<file path="src/rtl/ls_pkg.sv">
// Shared encodings for the load/store unit: funct3 codes, FSM states and the
// access-legality helper used at request time.
package ls_pkg;

  localparam int unsigned DATA_W = 32;

  localparam logic [2:0] F3_B  = 3'b000;
  localparam logic [2:0] F3_H  = 3'b001;
  localparam logic [2:0] F3_W  = 3'b010;
  localparam logic [2:0] F3_BU = 3'b100;
  localparam logic [2:0] F3_HU = 3'b101;

  typedef enum logic [1:0] {
    ST_IDLE     = 2'd0,
    ST_LD_DATA  = 2'd1,
    ST_ST_MERGE = 2'd2
  } ls_state_t;

  // True when the access is both a legal funct3 for its direction and naturally aligned.
  function automatic logic access_ok(input logic write, input logic [2:0] funct3,
                                     input logic [1:0] lane);
    logic ok;
    case (funct3)
      F3_B:    ok = 1'b1;
      F3_H:    ok = ~lane[0];
      F3_W:    ok = (lane == 2'b00);
      F3_BU:   ok = ~write;
      F3_HU:   ok = ~write & ~lane[0];
      default: ok = 1'b0;
    endcase
    return ok;
  endfunction

endpackage

</file>
<file path="src/rtl/load_extend.sv">
// Selects the addressed byte/half of a memory word and sign- or zero-extends it.
module load_extend
  import ls_pkg::*;
(
  input  logic [DATA_W-1:0] word,
  input  logic [1:0]        lane,
  input  logic [2:0]        funct3,
  output logic [DATA_W-1:0] result
);

  logic [7:0]  byte_sel;
  logic [15:0] half_sel;

  assign byte_sel = word[{lane, 3'b000} +: 8];
  assign half_sel = word[{lane[1], 4'b0000} +: 16];

  always_comb begin
    case (funct3)
      F3_B:    result = {{24{byte_sel[7]}}, byte_sel};
      F3_H:    result = {{16{half_sel[15]}}, half_sel};
      F3_BU:   result = {24'h000000, byte_sel};
      F3_HU:   result = {16'h0000, half_sel};
      default: result = word;
    endcase
  end

endmodule

</file>
<file path="src/rtl/load_store_unit.sv">
// MEM-stage front end: maps RV32I loads/stores onto a word-only synchronous memory,
// using read-modify-write for sub-word stores and stalling the pipeline while busy.
module load_store_unit
  import ls_pkg::*;
#(
  parameter int address_width = 12,
  parameter int data_width    = 32
) (
  input  logic                     clk,
  input  logic                     rst_n,
  input  logic                     req_valid,
  input  logic                     req_write,
  input  logic [2:0]               req_funct3,
  input  logic [address_width-1:0] req_addr,
  input  logic [data_width-1:0]    req_wdata,
  output logic                     stall,
  output logic                     rsp_valid,
  output logic [data_width-1:0]    rsp_rdata,
  output logic                     fault,
  output logic                     mem_write,
  output logic [address_width-1:0] mem_address,
  output logic [data_width-1:0]    mem_write_data,
  input  logic [data_width-1:0]    mem_read_data
);

  ls_state_t                  state_reg, state_next;
  logic [address_width-1:0]   addr_reg;
  logic [2:0]                 funct3_reg;
  logic [15:0]                wdata_reg;
  logic                       in_idle, req_ok, accept, reject;
  logic [data_width-1:0]      ext_result, merged;

  assign in_idle = (state_reg == ST_IDLE);
  assign req_ok  = access_ok(req_write, req_funct3, req_addr[1:0]);
  assign accept  = in_idle & req_valid & req_ok;
  assign reject  = in_idle & req_valid & ~req_ok;

  always_ff @(posedge clk or negedge rst_n) begin
    if (!rst_n) begin
      state_reg  <= ST_IDLE;
      addr_reg   <= '0;
      funct3_reg <= '0;
      wdata_reg  <= '0;
    end else begin
      state_reg <= state_next;
      if (accept) begin
        addr_reg   <= req_addr;
        funct3_reg <= req_funct3;
        wdata_reg  <= req_wdata[15:0];
      end
    end
  end

  always_comb begin
    state_next = state_reg;
    case (state_reg)
      ST_IDLE: begin
        if (accept) begin
          if (!req_write)              state_next = ST_LD_DATA;
          else if (req_funct3 != F3_W) state_next = ST_ST_MERGE;
        end
      end
      default: state_next = ST_IDLE;
    endcase
  end

  load_extend u_load_extend (
    .word   (mem_read_data),
    .lane   (addr_reg[1:0]),
    .funct3 (funct3_reg),
    .result (ext_result)
  );

  // Only byte and half stores ever reach the merge state.
  always_comb begin
    merged = mem_read_data;
    if (funct3_reg == F3_B) merged[{addr_reg[1:0], 3'b000} +: 8] = wdata_reg[7:0];
    else                    merged[{addr_reg[1], 4'b0000} +: 16] = wdata_reg;
  end

  always_comb begin
    stall          = 1'b0;
    rsp_valid      = 1'b0;
    rsp_rdata      = '0;
    fault          = 1'b0;
    mem_write      = 1'b0;
    mem_address    = req_addr;
    mem_write_data = req_wdata;
    case (state_reg)
      ST_IDLE: begin
        fault = reject;
        if (accept) begin
          if (req_write && req_funct3 == F3_W) mem_write = 1'b1;
          else                                 stall = 1'b1;
        end
      end
      ST_LD_DATA: begin
        rsp_valid   = 1'b1;
        rsp_rdata   = ext_result;
        mem_address = addr_reg;
      end
      ST_ST_MERGE: begin
        mem_write      = 1'b1;
        mem_address    = addr_reg;
        mem_write_data = merged;
      end
      default: ;
    endcase
    // Outputs are quiet while reset is held, so an in-flight merge write is dropped.
    if (!rst_n) begin
      stall     = 1'b0;
      rsp_valid = 1'b0;
      rsp_rdata = '0;
      fault     = 1'b0;
      mem_write = 1'b0;
    end
  end

endmodule

</file>
<file path="config.mk">
export PLATFORM = sky130hd
export DESIGN_NAME = load_store_unit
export DESIGN_NICKNAME = d
export VERILOG_FILES = /design/src/rtl/ls_pkg.sv /design/src/rtl/load_extend.sv /design/src/rtl/load_store_unit.sv
export SDC_FILE = /design/constraint.sdc
export NUM_CORES = 1
export LEC_CHECK = 0
export CAP_MARGIN = 20
export CORE_MARGIN = 2
export CORE_UTILIZATION = 39
export CTS_CLUSTER_SIZE = 25
export DETAILED_ROUTE_END_ITERATION = 10
export PLACE_DENSITY_LB_ADDON = 0.1
export SLEW_MARGIN = 10
export SYNTH_ARGS = -nofsm -noshare
export SYNTH_HDL_FRONTEND = slang
export SYNTH_SLANG_ARGS = --single-unit
export TNS_END_PERCENT = 30
</file>
<file path="constraint.sdc">
create_clock -name clk -period 3 [get_ports clk]
set_clock_uncertainty 0.1 [all_clocks]
set_input_delay 0.6 -clock clk [delete_from_list [all_inputs] [get_ports clk]]
set_output_delay 0.6 -clock clk [all_outputs]
set_load 0.01 [all_outputs]
</file>
; After elaboration in Yosys (flattened, before gate mapping)
; Cells that the tools add are included.
[totals]
wordCells = 63
output_inout_bits = 80
register_bits = 33
in_bits = 83
[op_classes]
n_addsub = 2
shift = 6
reduce_logical = 7
n_eq_ne = 12
n_mux = 25
bitwise = 7
[op_table]
columns = op, n
row1 = $mux 32, 4
row2 = $pmux 32 s4, 1
row3 = $bwmux 32, 2
row4 = $shift 16x7->32 const A, 1
row5 = $shift 8x7->32 const A, 1
row6 = $shiftx 16x7->32, 1
row7 = $shiftx 32x6->16, 1
row8 = $shiftx 32x6->8, 1
row9 = $shiftx 8x7->32, 1
row10 = $neg 5->7, 2
row11 = $eq 3x3->1 const B, 4
row12 = $mux 12, 1
row13 = $mux 1, 11
row14 = $mux 2, 4
row15 = $eq 3x1->1 const B, 2
row16 = $logic_not 3->1, 2
row17 = $ne 3x2->1 const B, 2
row18 = $pmux 1 s5, 1
row19 = $and 1x1->1, 4
row20 = $logic_not 2->1, 2
row21 = $eq 3x2->1 const B, 1
row22 = $not 1->1, 3
row23 = $eq 2x1->1 const B, 1
row24 = $eq 2x2->1 const B, 1
row25 = other kinds (5), 5

; Logic depth before layout (Yosys ltp)
; Gate-level depths: netlist of run 1.
[logic_depth]
word_depth = 7
depth_mapped = 10
mapped_depth_nobuf = 6

; Modules after synthesis
; From an unflattened synthesis of run 1, not the netlist that was laid out.
[hier_totals]
hier_cells = 466
area_unflattened_um2 = 4017.6
[by_module_without_submodules]
columns = mod, cells_per_inst, instances, seq_area_each_um2, area_each_um2
row1 = load_store_unit, 348, 1, 825.8, 3223.1
row2 = load_extend, 118, 1, 0.0, 794.5

; Least setup slack after synthesis of run 1
; Ideal clock, no wire load.
[synth_timing]
path_type = reg-to-output
start = reg addr_reg[1]
end = out mem_write_data[10]
stages_incl_launch_ff = 11
path_slack_ns = -0.080
required_time_ns = 2.300
arrival_time_ns = 2.380
path_buffers = 4
path_cell_list = dfrtp_1 > buf_2 > buf_2 > buf_2 > inv_1 > ha_1 > and4b_1 > clkbuf_1 > a221oi_1 > a21oi_1 > mux2_2
[synth_between]
elab_chain_len = 5
word_cells_on_any_way = 10
cone_classes = add/sub: 2 / shift: 4 / mux: 4
[synth_rtl]
columns = element, line
row1 = start: declaration, load_store_unit.sv:27  ; logic [address_width-1:0] addr_reg;
row2 = start signal: assignment, load_store_unit.sv:47  ; addr_reg <= req_addr;
row3 = $neg 5->7 (on tied branches), "load_store_unit.sv:78, load_store_unit.sv:77"
row4 = "$shiftx 16x7->32, or another cell as far along", load_store_unit.sv:78  ; else merged[{addr_reg[1], 4'b0000} +: 16] = wdata_reg;
row5 = $bwmux 32 (on tied branches), "load_store_unit.sv:78, load_store_unit.sv:77"
row6 = $mux 32 *, load_store_unit.sv:77  ; if (funct3_reg == F3_B) merged[{addr_reg[1:0], 3'b000} +: 8] = wdata_reg[7:0];
row7 = $mux 32 *, load_store_unit.sv:89  ; case (state_reg)
row8 = end: declaration, load_store_unit.sv:22  ; output logic [data_width-1:0] mem_write_data,
; Mark *: on every way between the ends. The rest lies on a longest branch, timed or not.

; Final worst setup path of run 1
[layout_timing]
start = reg addr_reg[1]
end = out mem_write_data[23]
; The elaborated chain is that of the path after synthesis.

==> results of run 1 <==
==> layout by cell type, fill, tap and decap left out, drive strengths merged, types with 3 or more instances in the layout <==
master / netlist / layout
clkdlybuf4s15: 0 / 6
mux2i: 40 / 40
ha: 8 / 8
a22oi: 3 / 3
a221oi: 30 / 30
clkbuf: 18 / 20
nand2: 8 / 8
nor2b: 3 / 3
o32ai: 3 / 3
dfrtp: 33 / 33
mux2: 92 / 92
dlygate4sd2: 0 / 39
o21ai: 11 / 11
a21oi: 66 / 66
dlymetal6s2s: 0 / 9
clkdlybuf4s50: 0 / 74
nor2: 10 / 10
nor3: 5 / 5
clkinvlp: 0 / 3
nor4bb: 3 / 3
inv: 26 / 24
buf: 17 / 86
==> synth_stat cells (2+ instances only) <==
| cell | number |
|---|---|
| a21oi_1 | 66 |
| mux2_2 | 63 |
| mux2i_1 | 40 |
| dfrtp_1 | 33 |
| a221oi_1 | 30 |
| mux2_4 | 29 |
| inv_1 | 26 |
| clkbuf_1 | 18 |
| buf_2 | 10 |
| nor2_1 | 10 |
| o21ai_0 | 10 |
| ha_1 | 8 |
| nand2_1 | 8 |
| buf_6 | 6 |
| nor3_1 | 5 |
| a22oi_1 | 3 |
| nor4bb_1 | 3 |
| o32ai_1 | 3 |
| nand4_1 | 2 |
| nor2b_1 | 2 |
==> metal layers <==
layer  up-vias  GRT usage [%]  part of all wire (%)
met1      1884           38.1                    47
met3        13           3.08                   6.3
met4         0           5.33                   1.2
met5         -              0                     0
met2       134           40.2                    46
li1       1881              -                     -
==> power groups by stage <==
stage	logic, uW	clock network (uW)	registers, uW
3_5_place_dp	3650	0	914
5_1_grt	4370	466	990
6_report	4090	443	959
4_1_cts	3790	448	930
2_1_floorplan	2390	0	836
3_3_place_gp	3610	0	905
==> critical path, stage by stage (launching register included) <==
cell and delay [ns]:
dfrtp_2 0.45, buf_12 0.15, ha_2 0.20, nor4bb_2 0.18, buf_4 0.16, buf_4 0.15, a221oi_4 0.26, a21oi_2 0.08
mux2_2 0.27, buf_2 0.15
==> layout make-up <==
| type | count | area, um^2 |
|---|---|---|
| fill | 784 | 3150 |
| timing repair buffer | 229 | 2060 |
| sequential | 33 | 827 |
| clock inverter | 3 | 46.3 |
| multi-input combinational | 295 | 2860 |
| clock buffer | 5 | 68.8 |
| inverter | 27 | 111 |
| tap | 129 | 161 |
==> how the worst max path moves through the flow <==
stage	endpoint	slack, ns	from	cells after the start
after detailed placement	rsp_rdata[26]	-0.37	mem_read_data[31]	7
final	mem_write_data[23]	-0.03	addr_reg[1]$_DFFE_PN0P_	9
after CTS	mem_write	-0.19	req_funct3[0]	6
after global placement	rsp_rdata[29]	-0.32	mem_read_data[31]	7
after global routing	mem_write_data[16]	-0.11	addr_reg[0]$_DFFE_PN0P_	8
after floorplan	mem_write_data[10]	0.07	addr_reg[1]$_DFFE_PN0P_	10
==> cells by family after synthesis <==
| group | Yosys count |
|---|---|
| mux | 133 |
| buf+inv | 62 |
| compound gates | 114 |
| fa+ha+maj | 8 |
| flops | 33 |
| simple gates | 40 |
==> metrics by stage <==
| stage | utilization (%) | instances | setup slack, ns |
|---|---|---|---|
| 4_1_cts | 63.7 | 710 | -0.189 |
| 6_report | 66.0 | 721 | -0.0310 |
| 3_3_place_gp | 61.5 | 692 | -0.319 |
| 3_5_place_dp | 61.5 | 692 | -0.367 |
| 2_1_floorplan | - | 390 | 0.0655 |
| 5_1_grt | 66.0 | 721 | -0.107 |
==> what timing repair did <==
action | in CTS | in global routing
setup buffers | 7 | 11
gates cloned | 3 | 0
hold buffers | 0 | 0
pin swaps | 4 | 6
resized for setup | 168 | 69
hold endpoints to repair | 0 | 0
setup endpoints to repair | 65 | 71
==> results_dict.tcl, run 1 <==
set metrics [dict create \
    outcome "finished, violations left" \
    violations "setup timing" \
    initial_core_util_pct 40.2 \
    clock_path_buffers 2 \
    rr_worst_depth 5 \
    synth_edf_count 0 \
    synthArstFlopShare_pct 100 \
    power_frac_comb_pct 74.5 \
    h-tree-depth 2 \
    critPathLaunchType "register" \
    core_mm2 0.00928 \
    synthMuxAreaShare_pct 42.0 \
    cts_tree "done" \
    n_antenna_cell 0 \
    clkSinkCount 33 \
    crit_type "reg -> out" \
    rows 35 \
    grt_pass1_wl_um 20500 \
    yosysTopAreaCellShare_pct 22.1 \
    leakage_uw 0.00288 \
    synthCells 390 \
    post-route-period-util_pct 101 \
    routed_via_density 5.43 \
    max_slew_margin_pct 62.4 \
    crit_fanout 9 \
    switching_power_uw 2380 \
    syn_nets 481 \
    power_density_mw_per_mm2 895 \
    yosys.cell_types.count 35 \
    root_buffer "clkbuf_8" \
    holdWs_ns 0.147 \
    ys_seq_elements 33 \
    internal_power_uw 3110 \
    end_kind "output port" \
    first_pass_iters 4 \
    syn_area_per_cell_um2 9.58 \
    place_congestion 0.859 \
    grt_start_max_net_pins 34 \
    rsz0062_at_grt "yes" \
    p_seq_share_pct 17.5 \
    synth_flop_cell "dfrtp_1" \
    final_nets 682 \
    die_h_um 102 \
    reg2reg_slack_ns 1.15 \
    die_area_mm2 0.0104 \
    seq_area_frac_synth_pct 22.1 \
    path_clk_slew_ns 0.09 \
    synth_compound_area_share_pct 19.2 \
    clkPwrFrac_pct 8.1 \
    largest_reg_flops 16 \
    grt_pass1_vias 3745 \
    finalSetupTns_ns -0.0697 \
    vias 3912 \
    io_pins 163 \
    wl_um 13800 \
    ir_drop_uv 495 \
    required_ns 2.30 \
    drive_gt1_share_pct 41.6 \
    power_uw 5490 \
    worstPathArrival_ns 2.33 \
    die_x_um 102 \
    area.growth.synth_to_final_pct 64.1 \
    syn_area_mm2 0.00373 \
    yosysTopAreaCell "dfrtp_1" \
    setup_viol 4 \
    p_sw_share_pct 43.4 \
    tightest_slew_ns 0.564 \
    drv_slew 0 \
    hold_viol 0 \
    grt_usage_pct 25.6 \
    clk_latency_ns 0.30 \
    fmax_mhz 330 \
    postPlaceCellArea_mm2 0.00571 \
    fin_crit_ns 3.03 \
    grt-ovfl-total 0 \
    synth_top_family_by_area "multiplexers" \
    drt-wirelength-per-cell_um 19.1 \
    synth.area.top_cells "dfrtp_1 22%, mux2_2 19%, mux2_4 12%" \
    synth_xor_area_share_pct 0 \
    grt_antenna_before_repair 0 \
    synth_simple_gate_area_share_pct 6.23 \
    rr_endpoint "addr_reg[8]$_DFFE_PN0P_" \
    fin_area_mm2 0.00613 \
    synth_fa_ha_area_share_pct 2.68 \
    drt_iter0_markers 244 \
    worst_slack_ns -0.0310 \
    rr_startpoint "state_reg[0]$_DFFE_PN0P_" \
    yosysWarnings 0 \
    worstHoldPathType "in -> async" \
    cts_inserted_buffers 5 \
    dpl.hpwl_um 10100 \
    buffer_ports.inserted 162 \
    maxCapViolations 0 \
    drtAntennaViolNets 0 \
    drc_errors 0 \
]
Power figures use the tool's default switching activity.
==> run 2, diff against run 1 <==
--- a/config.mk
+++ b/config.mk
@@ -10,8 +10,8 @@
 export CORE_UTILIZATION = 39
 export CTS_CLUSTER_SIZE = 25
 export DETAILED_ROUTE_END_ITERATION = 10
-export PLACE_DENSITY_LB_ADDON = 0.1
-export SLEW_MARGIN = 10
+export PLACE_DENSITY = 0.75
+export SLEW_MARGIN = 20
 export SYNTH_ARGS = -nofsm -noshare
 export SYNTH_HDL_FRONTEND = slang
 export SYNTH_SLANG_ARGS = --single-unit
==> run 2 against run 1 <==
The run still ends with setup timing left. Final cell count up 0.83%. Die area unchanged. Sequential share of layout area down 0.35 points. Setup slack worse by 0.039 ns. Critical endpoint is now mem_write_data[26]. First-iteration DRC count up 54%.
==> results_dict.tcl, run 2 (same netlist as run 1, synthesis figures left out) <==
set metrics [dict create \
    outcome "finished, violations left" \
    violations "setup timing" \
    root_buffer "clkbuf_8" \
    seqCellArea_um2 827 \
    buffer_ports.inserted 162 \
    crit_path_start "addr_reg[1]$_DFFE_PN0P_" \
    grt-ovfl-total 0 \
    leakage_uw 0.00294 \
    worst_slack_ns -0.0705 \
    drc_errors 0 \
    cts_inserted_buffers 5 \
    holdBufCountCts 0 \
    maxCapViolations 0 \
    drt_iter0_markers 376 \
    rr_worst_depth 5 \
    place_ws_ns -0.431 \
    cts_tree "done" \
    grt_antenna_before_repair 0 \
    rr_endpoint "addr_reg[8]$_DFFE_PN0P_" \
    die_h_um 102 \
    fmax_mhz 326 \
    hold_viol 0 \
    core_mm2 0.00928 \
    setup_viol 11 \
    h-tree-depth 2 \
    fillers 750 \
    place_congestion 0.910 \
    max_slew_margin_pct 61.3 \
    rows 35 \
    multi_input_area_mm2 0.00293 \
    clkSinkCount 33 \
    n_antenna_cell 0 \
    worstHoldPathType "in -> async" \
    mostFrequentLayoutCells "86 x clkdlybuf4s50_1, 63 x mux2_2, 58 x buf_4" \
    crit_type "reg -> out" \
    reg2reg_slack_ns 1.03 \
    path_clk_slew_ns 0.08 \
    final_nets 688 \
    tightest_slew_ns 0.581 \
    die_area_mm2 0.0104 \
    grt_usage_pct 27.2 \
    grt_pass1_wl_um 21700 \
    required_ns 2.30 \
    layout_commonest_cell "clkdlybuf4s50_1" \
    rsz0062_at_grt "yes" \
    drv_slew 0 \
    die_x_um 102 \
    initial_core_util_pct 40.2 \
    largest_reg_flops 16 \
    wl_um 15000 \
    end_kind "output port" \
    crit_fanout 8 \
    power_density_mw_per_mm2 883 \
    layout.cells.non_filler 727 \
    routed_via_density 5.71 \
    drtAntennaViolNets 0 \
    critPathLaunchType "register" \
    vias 4149 \
    grt_pass1_vias 3963 \
    worstPathArrival_ns 2.37 \
    grt_start_max_net_pins 34 \
    drt-wirelength-per-cell_um 20.7 \
    first_pass_iters 5 \
    rr_startpoint "state_reg[0]$_DFFE_PN0P_" \
    ir_drop_uv 481 \
    fin_crit_ns 3.07 \
    post-route-period-util_pct 102 \
    io_pins 163 \
    holdWs_ns 0.218 \
    clk_latency_ns 0.29 \
    drive_gt1_share_pct 43.0 \
    clock_path_buffers 2 \
    dpl.hpwl_um 10800 \
    area.growth.synth_to_final_pct 68.5 \
    dp_cells 696 \
]
==> run 2: cell types whose count changed in the layout (fill, tap and decap cells not counted), moves of 3 or more <==
cell,before,now
a221oi_1,14,6
buf_4,53,58
a221oi_2,13,23
clkbuf_2,15,9
clkdlybuf4s50_1,74,86
dlygate4sd2_1,39,35
a21oi_1,60,52
a21oi_2,6,14
buf_2,20,17
ha_2,4,0
==> run 2: worst max-delay path, stage by stage (launching register included) <==
cell           delay (ns)
dfrtp_2              0.44
buf_8                0.16
ha_1                 0.20
nor4bb_2             0.17
buf_4                0.17
a221oi_2             0.27
a21oi_1              0.08
mux2_2               0.29
dlygate4sd2_1        0.29
==> run 2: layout make-up <==
type,count,area share [%]
clock buffers,7,1.37
clock inverters,1,0.119
inverters,27,1.77
multi-input cells,295,46.6
flip-flops and latches,33,13.1
well taps,129,2.56
repair buffers,235,34.5
==> run 2: what timing repair did <==
action / 4_1_cts / 5_1_grt
gates resized for setup: 107 / 115
pin swaps: 4 / 7
setup endpoints to repair: 65 / 70
cloned: 2 / 1
setup buffers: 4 / 16
==> run 2: through the flow <==
stage | power (uW) | instance area [um^2] | setup TNS, ns | utilization (%)
4_1_cts | 5070 | 5970 | -2.00 | 64.3
5_1_grt | 5860 | 6290 | -3.48 | 67.8
2_1_floorplan | 3230 | 3740 | 0 | -
3_3_place_gp | 4520 | 5750 | -9.72 | 62.0
6_report | 5560 | 6290 | -0.230 | 67.8
3_5_place_dp | 4570 | 5750 | -10.03 | 62.0
==> run 2: how the worst max path moves through the flow <==
stage | endpoint | cells after the start
2_1_floorplan | mem_write_data[10] | 10
3_3_place_gp | rsp_rdata[31] | 7
3_5_place_dp | rsp_rdata[27] | 7
6_report | mem_write_data[26] | 8
5_1_grt | mem_write_data[28] | 8
4_1_cts | mem_write_data[11] | 7
==> run 2: routing by layer <==
layer  global-route usage, %  vias up  share of wire, %
met5                       0        -                 0
met4                    6.77        0               2.1
met3                    5.95       29               9.2
met2                    42.6      222                48
met1                    38.5     2002                41
li1                        -     1896                 -
==> run 2: power breakdown <==
part	total, uW	internal (uW)	switching, uW	leakage [uW]
Clock	371	187	184	0.0000445
Combinational	4230	2250	1970	0.00250
Sequential	963	668	295	0.000391
==> run 3, diff against run 2 <==
==> constraint.sdc (replaced) <==
create_clock -name clk -period 2.68 [get_ports clk]
set_clock_uncertainty 0.1 [all_clocks]
set_input_delay 0.536 -clock clk [delete_from_list [all_inputs] [get_ports clk]]
set_output_delay 0.536 -clock clk [all_outputs]
set_load 0.01 [all_outputs]
==> run 3 against run 2 <==
The run still ends with setup timing left. Global-route usage increased by 2.5 points. Register-to-register slack got worse by 0.41 ns. Wire length increased by 19%. Count of clock-buffer cells in the layout decreased by 1. Utilization increased by 4.8 points. Sequential share of layout area decreased by 0.88 points. Sequential power increased by 18%. First-iteration DRC count increased by 27%. Final cell count increased by 5.0%. Largest cell class unchanged. Largest power group unchanged.
==> results_dict.tcl, run 3 (same netlist as run 1, synthesis figures left out) <==
set metrics [dict create \
    crit_type "reg -> out" \
    wl_um 17800 \
    seqCellArea_um2 827 \
    rows 35 \
    worstPathCellList "inv_2 -> ha_1 -> buf_4 -> clkinvlp_4 -> buf_4 -> a221oi_4 -> a21oi_2 -> mux2_4 -> buf_6" \
    layout_commonest_cell "buf_4" \
    largest_reg_flops 16 \
    power_uw 7180 \
    fmax_mhz 332 \
    hold_viol 0 \
    maxCapViolations 0 \
    violations "setup timing" \
    dpl.hpwl_um 10900 \
    ir_drop_uv 617 \
    multi_input_area_mm2 0.00312 \
    fillers 631 \
    die_area_mm2 0.0104 \
    buffer_ports.inserted 162 \
    clkSinkCount 33 \
    outcome "finished, violations left" \
    die_h_um 102 \
    die_x_um 102 \
    drv_slew 0 \
    area.growth.synth_to_final_pct 80.5 \
    cp_slowest_stage_delay_ns 0.41 \
    vias 4587 \
    final_nets 724 \
    drtAntennaViolNets 0 \
    drc_errors 0 \
    initial_core_util_pct 40.2 \
    core_mm2 0.00928 \
    first_pass_iters 5 \
    leakage_uw 0.00320 \
    worstPathArrival_ns 2.37 \
    drive_gt1_share_pct 53.6 \
    crit_family "buffers and inverters" \
    fin_crit_ns 3.01 \
    clock_path_buffers 2 \
    critPathLaunchType "register" \
    h-tree-depth 2 \
    crit_fanout 8 \
    tightest_slew_ns 0.599 \
    drt_iter0_markers 479 \
    post-route-period-util_pct 112 \
    cts_tree "done" \
    crit_path_frequent_cell "buf_4" \
    max_slew_margin_pct 60.0 \
    routed_via_density 6.01 \
    grt-ovfl-total 0 \
    worst_slack_ns -0.328 \
    grt_pass1_vias 4361 \
    holdBufCountCts 0 \
    grt_usage_pct 29.7 \
    clk_latency_ns 0.29 \
    rsz0062_at_grt "yes" \
    place_congestion 0.975 \
    n_antenna_cell 0 \
    setup_viol 61 \
    grt_pass1_wl_um 23700 \
    power_density_mw_per_mm2 1060 \
    holdWs_ns 0.133 \
    root_buffer "clkbuf_8" \
    crit_buf_inv 5 \
    end_kind "output port" \
    required_ns 2.04 \
    worstHoldPathType "in -> async" \
    mostFrequentLayoutCells "81 x buf_4, 73 x clkdlybuf4s50_1, 49 x mux2_4" \
    path_clk_slew_ns 0.08 \
    grt_antenna_before_repair 0 \
    drt-wirelength-per-cell_um 23.4 \
    reg2reg_slack_ns 0.62 \
    cts_inserted_buffers 5 \
    io_pins 163 \
    slowest_stage "dfrtp_1" \
    grt_start_max_net_pins 34 \
]
-- run 3: worst paths after layout --
path | cells past startpoint | endpoint | from
setup / recovery | 9 | mem_write_data[16] | addr_reg[0]$_DFFE_PN0P_
max in group asynchronous | 3 | addr_reg[1]$_DFFE_PN0P_ | rst_n
hold reg to reg | 1 | addr_reg[4]$_DFFE_PN0P_ | addr_reg[4]$_DFFE_PN0P_
min in group clk | 1 | addr_reg[4]$_DFFE_PN0P_ | addr_reg[4]$_DFFE_PN0P_
hold / removal | 2 | addr_reg[3]$_DFFE_PN0P_ | rst_n
setup reg to reg | 5 | addr_reg[7]$_DFFE_PN0P_ | state_reg[0]$_DFFE_PN0P_
-- run 3: worst register-to-register path, cell delays in order (launching register included) --
cell and delay, ns:
dfrtp_1 0.42, inv_1 0.11, ha_1 0.31, nand2b_4 0.11, buf_4 0.49, mux2_2 0.42
-- run 3: power by group --
| part | switching, uW | total (uW) | internal (uW) |
|---|---|---|---|
| combinational | 2650 | 5620 | 2970 |
| sequential | 396 | 1140 | 747 |
| clock | 208 | 417 | 209 |
-- run 3: cell type report --
| type | instances | share of cell area [%] |
|---|---|---|
| multi-input cells | 295 | 46.3 |
| repair buffers | 271 | 35.9 |
| flip-flops and latches | 33 | 12.3 |
| well taps | 129 | 2.39 |
| inverters | 27 | 1.71 |
| clock buffers | 6 | 1.22 |
| clock inverters | 2 | 0.204 |
-- run 3: per-stage QoR --
stage / instances / setup TNS [ns] / utilization [%] / worst slack, ns / area (um^2)
finish: 763 / -11.72 / 72.6 / -0.328 / 6740
global route: 763 / -16.09 / 72.6 / -0.391 / 6740
CTS: 746 / -8.93 / 68.0 / -0.273 / 6310
detailed placement: 713 / -21.02 / 63.2 / -0.607 / 5870
global placement: 713 / -20.56 / 63.2 / -0.592 / 5870
floorplan: 390 / 0 / - / 0.0271 / 3760
-- run 3: what timing repair did --
| action | 4_1_cts | 5_1_grt |
|---|---|---|
| resized for setup | 296 | 97 |
| pin swaps | 17 | 21 |
| gates cloned | 2 | 0 |
| endpoints found under the setup margin | 79 | 66 |
| buffers inserted | 23 | 19 |
-- run 3: routing by layer --
| metal | wire [um] | vias to the layer above | global-route usage (%) |
|---|---|---|---|
| met3 | 1500 | 77 | 4.99 |
| li1 | - | 1961 | - |
| met4 | 760 | 0 | 10.6 |
| met2 | 8490 | 317 | 47.8 |
| met1 | 7080 | 2232 | 40.5 |
| met5 | 0 | - | 0 |
